===== src/rtl/rs_err_corrector.sv =====
// RS decoder output stage: buffers one received codeword, captures the Chien/Forney
// error set and streams the codeword back out with the error magnitudes applied.
module rs_err_corrector #(
  parameter int unsigned SYMB_WIDTH = 8,
  parameter int unsigned T_LEN      = 8,
  parameter int unsigned N_LEN      = 255
) (
  input  logic                                aclk,
  input  logic                                aresetn,
  input  logic [SYMB_WIDTH-1:0]               s_symb,
  input  logic                                s_vld,
  input  logic                                s_last,
  output logic                                s_rdy,
  input  logic [T_LEN-1:0][SYMB_WIDTH-1:0]    error_positions,
  input  logic [T_LEN-1:0][SYMB_WIDTH-1:0]    error_values,
  input  logic                                error_vld,
  input  logic                                rs_chien_err,
  output logic                                error_rdy,
  output logic [SYMB_WIDTH-1:0]               m_symb,
  output logic                                m_vld,
  output logic                                m_last,
  output logic                                m_fail,
  input  logic                                m_rdy
);

  localparam int unsigned CntW  = $clog2(N_LEN + 1);
  localparam int unsigned AddrW = (N_LEN > 1) ? $clog2(N_LEN) : 1;
  localparam logic [CntW-1:0] NLen    = CntW'(N_LEN);
  localparam logic [CntW-1:0] LastIdx = CntW'(N_LEN - 1);

  typedef enum logic [1:0] {StIdle, StLoad, StDrain} state_e;

  state_e                           state_q;
  logic [CntW-1:0]                  wr_cnt_q, rd_cnt_q, rd_idx_q;
  logic                             len_err_q, set_held_q, chien_err_q, rd_vld_q;
  logic [T_LEN-1:0][SYMB_WIDTH-1:0] pos_q, val_q;
  logic [SYMB_WIDTH-1:0]            mem [N_LEN];
  logic [SYMB_WIDTH-1:0]            rd_data_q;
  logic [1:0][SYMB_WIDTH-1:0]       fifo_symb_q;
  logic [1:0]                       fifo_last_q, fifo_fail_q;
  logic                             fifo_wp_q, fifo_rp_q;
  logic [1:0]                       fifo_cnt_q;

  logic                  s_xfer, e_xfer, load_done, pop, blk_done, rd_en, fail;
  logic [2:0]            occ;
  logic [SYMB_WIDTH-1:0] deg, mask;

  assign s_rdy     = (state_q == StLoad) && (wr_cnt_q < NLen);
  assign error_rdy = (state_q == StLoad) && !set_held_q;
  assign s_xfer    = s_vld && s_rdy;
  assign e_xfer    = error_vld && error_rdy;
  assign load_done = (wr_cnt_q == NLen);

  assign m_vld    = (fifo_cnt_q != 2'd0);
  assign m_symb   = fifo_symb_q[fifo_rp_q];
  assign m_last   = fifo_last_q[fifo_rp_q];
  assign m_fail   = fifo_fail_q[fifo_rp_q];
  assign pop      = m_vld && m_rdy;
  assign blk_done = pop && m_last;
  assign fail     = chien_err_q | len_err_q;

  // Occupancy the skid will have once the in-flight read lands; a new read only
  // issues if it is guaranteed a slot, so backpressure never drops a symbol.
  assign occ   = 3'(fifo_cnt_q) + 3'(rd_vld_q) - 3'(pop);
  assign rd_en = (state_q == StDrain) && (rd_cnt_q < NLen) && (occ < 3'd2);

  // Duplicate positions XOR together; out-of-range positions never equal a degree.
  always_comb begin
    deg  = SYMB_WIDTH'(LastIdx - rd_idx_q);
    mask = '0;
    for (int i = 0; i < T_LEN; i++) begin
      if (pos_q[i] == deg) mask = mask ^ val_q[i];
    end
  end

  always_ff @(posedge aclk) begin
    if (s_xfer) mem[wr_cnt_q[AddrW-1:0]] <= s_symb;
    if (rd_en)  rd_data_q <= mem[rd_cnt_q[AddrW-1:0]];
  end

  always_ff @(posedge aclk or negedge aresetn) begin
    if (!aresetn) begin
      state_q     <= StIdle;
      wr_cnt_q    <= '0;
      rd_cnt_q    <= '0;
      rd_idx_q    <= '0;
      rd_vld_q    <= 1'b0;
      len_err_q   <= 1'b0;
      set_held_q  <= 1'b0;
      chien_err_q <= 1'b0;
      pos_q       <= '0;
      val_q       <= '0;
    end else begin
      unique case (state_q)
        StIdle:  state_q <= StLoad;
        StLoad:  if (load_done && set_held_q) state_q <= StDrain;
        StDrain: if (blk_done) state_q <= StLoad;
        default: state_q <= StIdle;
      endcase

      if (s_xfer) begin
        wr_cnt_q <= wr_cnt_q + 1'b1;
        if (s_last != (wr_cnt_q == LastIdx)) len_err_q <= 1'b1;
      end

      if (e_xfer) begin
        set_held_q  <= 1'b1;
        pos_q       <= error_positions;
        val_q       <= error_values;
        chien_err_q <= rs_chien_err;
      end

      rd_vld_q <= rd_en;
      if (rd_en) begin
        rd_cnt_q <= rd_cnt_q + 1'b1;
        rd_idx_q <= rd_cnt_q;
      end

      if (blk_done) begin
        wr_cnt_q    <= '0;
        rd_cnt_q    <= '0;
        len_err_q   <= 1'b0;
        set_held_q  <= 1'b0;
        chien_err_q <= 1'b0;
        pos_q       <= '0;
        val_q       <= '0;
      end
    end
  end

  always_ff @(posedge aclk or negedge aresetn) begin
    if (!aresetn) begin
      fifo_symb_q <= '0;
      fifo_last_q <= '0;
      fifo_fail_q <= '0;
      fifo_wp_q   <= 1'b0;
      fifo_rp_q   <= 1'b0;
      fifo_cnt_q  <= 2'd0;
    end else begin
      if (rd_vld_q) begin
        fifo_symb_q[fifo_wp_q] <= fail ? rd_data_q : (rd_data_q ^ mask);
        fifo_last_q[fifo_wp_q] <= (rd_idx_q == LastIdx);
        fifo_fail_q[fifo_wp_q] <= fail;
        fifo_wp_q              <= ~fifo_wp_q;
      end
      if (pop) fifo_rp_q <= ~fifo_rp_q;
      fifo_cnt_q <= fifo_cnt_q + 2'(rd_vld_q) - 2'(pop);
    end
  end

endmodule


===== config.mk =====
export PLATFORM = sky130hd
export DESIGN_NAME = rs_err_corrector
export DESIGN_NICKNAME = d
export VERILOG_FILES = /design/src/rtl/rs_err_corrector.sv
export SDC_FILE = /design/constraint.sdc
export NUM_CORES = 2
export LEC_CHECK = 0
export CAP_MARGIN = 25
export CORE_AREA = 2 2 558 394
export CTS_CLUSTER_SIZE = 14
export DETAILED_ROUTE_END_ITERATION = 16
export DIE_AREA = 0 0 560 396
export PLACE_DENSITY = 0.62
export RECOVER_POWER = 50
export SLEW_MARGIN = 25
export SYNTH_ARGS = -nofsm -noshare
export SYNTH_HDL_FRONTEND = slang
export SYNTH_SLANG_ARGS = --single-unit

===== constraint.sdc =====
create_clock -name aclk -period 5.2 [get_ports aclk]
set_clock_uncertainty 0.2 [all_clocks]
set_input_delay 0.52 -clock aclk [delete_from_list [all_inputs] [get_ports aclk]]
set_output_delay 0.52 -clock aclk [all_outputs]
set_load 0.1 [all_outputs]

==> metrics.csv <==
stage,metric,value,unit
global_route,grt_pass1_wl,333.6,mm
synthesis,synth-seq-cells,2230,
worst_setup_path,worstPathArrival,4.96,ns
synthesis,syn_inst,4572,
synthesis,synth_adder_area_share,0.001501,
synthesis,yosys-top-cells-count,"edfxtp_1 (2048), mux4_2 (545), nand2_1 (380)",
final_layout,nets,5049,
sta,fin_crit_sh,0.9068,
drt,route.met2.wl,100.5,mm
global_route,overflow,0,
sta,tns,0,ns
worst_setup_path,reg2regPathDepth,8,
run_status,status,"finished, violations left",
sta,clock.fmax,0.2121,GHz
synthesis,yosysWarnings,0,
flow_run,maxCapViolCount,12,
cts,cts_setup_buffers,0,
final_layout,final.fill_count,17940,
synthesis,synth_top_family_by_area,multiplexers,
global_route,grt_max_degree,206,
pwr,leakage,31.99,nW
synthesis,synth.area.top_cells,"edfxtp_1 (70%), mux4_2 (14%), dfrtp_1 (5.2%), nand2_1 (1.6%), nor2_1 (1.3%)",
die,ioPinCount,156,
sta,relSlewSlack,-2.188,
place,place.gp.congestion,0.8621,
hold_path,hp-class,in -> reg,
final_layout,utilization,0.4679,
synthesis,synth_cell_types,60,
cts,cts_buffer_depth,4,
cts,clk_latency,0.84,ns
sta,final-hold-violation-count,0,
die,die_w,560,um
die,start_util,0.4089,
synthesis,syn-cell-area,0.08838,mm2
run_status,failed_checks,"capacitance limit, slew limit",
drt,met3_length,22.98,mm
drt,drc,0,
worst_setup_path,cp_max_fo,16,
synthesis,syn_avg_cell_area,19.33,um2
die,coreArea,0.2161,mm2
synthesis,synth-async-reset-ratio,0.08161,
synthesis,synthSimpleGateAreaFrac,0.03998,
synthesis,synth-edff-count,2048,
hold_path,whs_path_depth,3,
synthesis,synth.largest_area_cell,edfxtp_1,
die,num_rows,143,
drt,wl,233.2,mm
drt,wl_per_cell,29.34,um
drt,met1Wirelength,104.9,mm
worst_setup_path,critPathKind,reg -> reg,
sta,tightest_slew,4.783,ns
global_route,grt_usage,0.2073,
drt,drt-initial-drc-count,6350,
cts,clockRootBuffer,clkbuf_16,
sta,finalCriticalPeriod,4.716,ns
cts,cts-buffers-inserted,206,
drt,firstDrtPassIters,6,
sta,rsz0062_at_grt,no,
sta,drv_slew,1195,
final_layout,drive_gt1_frac,0.2107,
global_route,first_global_vias,45370,
pwr,vdd_drop_max,0.3313,mV
pwr,powerDensity,487.9,mW/mm2
worst_setup_path,worstPathRequired,5.44,ns
global_route,antenna_found_initial,9,
die,dieArea,0.2218,mm2
die,die_y,396,um
sta,setup_violations,0,
synthesis,synth_xor_area_frac,0.01880,
sta,whs,0.04167,ns
worst_setup_path,start_kind,flip-flop,
cts,clock_sinks,2230,
drt,detail-route-antenna-nets,0,
drt,num_vias,46300,
cts,cts_tree,yes,
cts,htree_levels,4,
cts,path_clk_slew,0.07,ns
synthesis,synthFlopType,edfxtp_1,
place,dp_hpwl,145.5,mm
drt,top_layer,met5,
synthesis,synth.net_count,4725,
pwr,p_total,49.34,mW
synthesis,netlist.area_leader.share,0.6959,
place,io_buffers,155,
synthesis,synth_most_common_cell,edfxtp_1,
final_layout,syn_to_final_growth,14.43,%
cts,cts_resized,0,
synthesis,yosys-mux-area-fraction,0.1453,
worst_setup_path,setup.worst_path.end_class,flip-flop,
synthesis,synth-compound-area-share,0.03394,
synthesis,ys_seq_area_frac,0.7474,
drt,viasPerCell,5.824,
-- critical path, cell delays in order (launching register included) --
cell,delay [ns]
dfrtp_1,0.43
ha_1,0.31
nand3_2,0.11
nor3_1,0.07
nor3b_2,0.30
nand2_1,0.33
nor3b_1,1.00
nand2_1,0.70
nor2_1,0.84
-- registers in the layout, summed over array words and instances (netlist names) --
register and cells:
chien_err_q 1, fifo_cnt_q 2, fifo_fail_q 2, fifo_last_q 2
fifo_rp_q 1, fifo_symb_q 16, fifo_wp_q 1, len_err_q 1
mem 2040, pos_q 64, rd_cnt_q 8, rd_data_q 8
rd_idx_q 8, rd_vld_q 1, set_held_q 1, state_q 2
val_q 64, wr_cnt_q 8
-- cells by family (layout without fill, tap and decap cells) --
| logic type | after synthesis | in the layout |
|---|---|---|
| flip-flops | 2230 | 2230 |
| AND/OR/NAND/NOR | 833 | 833 |
| multiplexers | 599 | 599 |
| AO/OA/AOI/OAI | 471 | 471 |
| buffers and inverters | 296 | 773 |
| XOR/XNOR | 133 | 133 |
| adder cells (fa/ha/maj) | 10 | 10 |
| other | 0 | 1 |
-- area by class of cell --
| cell class | count | area [um2] | area share |
|---|---|---|---|
| timing repair buffer | 404 | 3874 | 0.03830 |
| antenna | 1 | 2.502 | 0.00002474 |
| multi-input combinational | 2046 | 21270 | 0.2103 |
| tap | 2900 | 3628 | 0.03588 |
| clock inverter | 87 | 775.7 | 0.007671 |
| inverter | 8 | 30.03 | 0.0002969 |
| sequential | 2230 | 66070 | 0.6533 |
| clock buffer | 274 | 5483 | 0.05421 |
-- cells in the final DEF, fill, tap and decap left out, types with 8 or more instances in the layout --
cell / n
edfxtp_1: 2048
mux4_2: 545
nand2_1: 374
nor2_1: 316
clkbuf_16: 208
a21oi_1: 188
dfrtp_1: 175
buf_4: 164
clkdlybuf4s50_1: 145
a22oi_1: 85
xnor2_1: 76
clkbuf_1: 69
o21ai_0: 60
dlygate4sd3_1: 49
a22o_1: 43
clkinv_1: 42
a221oi_1: 41
mux2i_1: 35
xnor3_1: 35
buf_12: 28
nor4_1: 25
clkinv_2: 23
xor2_1: 21
o22ai_1: 18
mux2_2: 18
nor3_1: 17
a31oi_1: 15
bufinv_16: 13
and3_1: 12
nor4_2: 11
nand2b_1: 9
or3_1: 9
ha_1: 9
inv_1: 8
-- report_power, final --
group | switching, mW | internal [mW]
logic | 8.24 | 6.24
clock network | 6.49 | 8.03
registers | 0.524 | 19.8
total | 15.3 | 34.1
-- stage by stage --
| stage | worst slack (ns) | instances | area (um2) |
|---|---|---|---|
| detailed placement | 0.6526 | 7538 | 94480 |
| global placement | 0.5065 | 7537 | 94450 |
| CTS | 0.5885 | 7948 | 101200 |
| floorplan | 0.7113 | 4572 | 88380 |
| finish | 0.4845 | 7950 | 101100 |
| global route | 0.2547 | 7949 | 101100 |
-- path summary, 6_finish.rpt --
path / start / slack, ns / end
setup / recovery: wr_cnt_q[0]$_DFFE_PN0P_ / 0.48 / mem[102][4]$_DFFE_PP_
hold / removal: error_positions[30] / 0.04 / pos_q[30]$_DFFE_PN0P_
setup reg to reg: wr_cnt_q[0]$_DFFE_PN0P_ / 0.48 / mem[102][4]$_DFFE_PP_
hold reg to reg: fifo_fail_q[0]$_DFFE_PN0P_ / 0.28 / fifo_fail_q[0]$_DFFE_PN0P_
max in group asynchronous: aresetn / 2.08 / rd_cnt_q[1]$_DFFE_PN0P_
min in group asynchronous: aresetn / 0.84 / val_q[17]$_DFFE_PN0P_
-- layer usage --
| metal | up-vias | track usage |
|---|---|---|
| met3 | 308 | 0.04606 |
| li1 | 19090 | - |
| met5 | - | 0 |
| met4 | 2 | 0.04511 |
| met1 | 24780 | 0.3272 |
| met2 | 2116 | 0.2922 |
-- timing repair --
item	CTS	global route
hold endpoints to repair	167	0
endpoints found under the setup margin	0	0
hold buffers	49	0
Note: power is estimated with default switching activity, not from simulation.
==> edit: new RTL, same settings <==
Put a register stage on the output `error_rdy`, cleared by the reset. The value now appears one clock later. The other outputs are not delayed to match.
--- a/src/rtl/rs_err_corrector.sv
+++ b/src/rtl/rs_err_corrector.sv
@@ -31,4 +31,6 @@
   typedef enum logic [1:0] {StIdle, StLoad, StDrain} state_e;
 
+  logic error_rdy_d;
+
   state_e                           state_q;
   logic [CntW-1:0]                  wr_cnt_q, rd_cnt_q, rd_idx_q;
@@ -47,7 +49,7 @@
 
   assign s_rdy     = (state_q == StLoad) && (wr_cnt_q < NLen);
-  assign error_rdy = (state_q == StLoad) && !set_held_q;
+  assign error_rdy_d = (state_q == StLoad) && !set_held_q;
   assign s_xfer    = s_vld && s_rdy;
-  assign e_xfer    = error_vld && error_rdy;
+  assign e_xfer    = error_vld && error_rdy_d;
   assign load_done = (wr_cnt_q == NLen);
 
@@ -149,4 +151,12 @@
   end
 
+  always_ff @(posedge aclk or negedge aresetn) begin
+    if (!aresetn) begin
+      error_rdy <= '0;
+    end else begin
+      error_rdy <= error_rdy_d;
+    end
+  end
+
 endmodule
 
Function: not settled (the Yosys comparison gave no result); the edit may change what the design does.
==> edit against the unedited design <==
  * The run still ends with max-capacitance violations, max-slew violations left
  * Register-to-register slack gained 0.15 ns
  * Synthesized area hardly changed
  * Sequential cell count is 1 higher
  * Total power shrank 0.89%
  * Non-clock buffer count is 106 higher
  * Routed wire length rose by 0.66%
  * Count of clock-buffer cells in the layout is 6 lower
  * Cell area is 0.41% higher
  * Cell count grew 1.2%
  * Largest power group unchanged
  * Setup slack worse by 0.10 ns
  * Critical path type is now input port to flip-flop
==> edit: results <==
[final_layout]
layout.cells.non_filler = 8049
drive_above_1_share = 0.2251
final_nets = 5154

[drt]
wl_met2_um = 101000
met1_length_um = 101900

[yosys]
synthAdderAreaFrac = 0.001500
synth-xor-area-share = 0.01880
synth_area_leaders = "edfxtp_1, mux4_2, dfrtp_1, nand2_1, nor2_1"
muxShareOfSynthArea = 0.1452
synth_nets = 4726
synthArstFlopShare = 0.08203

[sta]
slew_viol_final = 1554
timing.slew.headroom = -2.378

[global_routing]
grt_pass1_wl_um = 336500
grt_max_degree = 154
use_met1 = 0.3214
grt_pass1_vias = 46020
grt_use_met2 = 0.2951

[critical_path]
reg2reg_slack_ns = 0.63
endpoint = "mem[157][1]"
critPathLaunch = "s_symb[1]"
cp_top_family = "buffers and inverters"
critPathMaxFanout = 93

[placed_design]
place_ws_ns = 0.5966
place.detailed.hpwl_um = 147700
dp_cells = 7645

[min_path]
worstHoldStart = "error_positions[18]"
min_to = "pos_q[18]"

[run_status]
outcome = "finished with violations"
violations = "max-capacitance violations, max-slew violations"

[job]
maxCapViolations = 17

[clock_tree]
postCtsHoldBufs = 50
==> edit: changes by cell type after synthesis <==
| cell | before | now |
|---|---|---|
| dfrtp_1 | 182 | 183 |
==> edit: power by group <==
group | total, mW | internal [mW] | switching, mW | leakage, nW
sequential | 20.4 | 19.8 | 0.561 | 20.9
clock | 14.0 | 7.56 | 6.44 | 2.91
combinational | 14.5 | 6.28 | 8.22 | 8.61
==> edit: cell type report <==
cell class              instances  area [sq um]
flip-flops and latches       2231         66100
multi-input cells            2046         21260
repair buffers                510          4559
clock inverters                82         485.5
inverters                       8         30.03
diodes                          4         10.01
well taps                    2900          3628
clock buffers                 268          5480
fillers                     18050        114600
==> edit: kinds of logic (layout without fill, tap and decap cells) <==
logic type,Yosys count,in the layout
flip-flops,2231,2231
other,0,4
buffers and inverters,296,868
AO/OA/AOI/OAI,471,471
XOR/XNOR,133,133
AND/OR/NAND/NOR,833,833
adder cells (fa/ha/maj),10,10
multiplexers,599,599
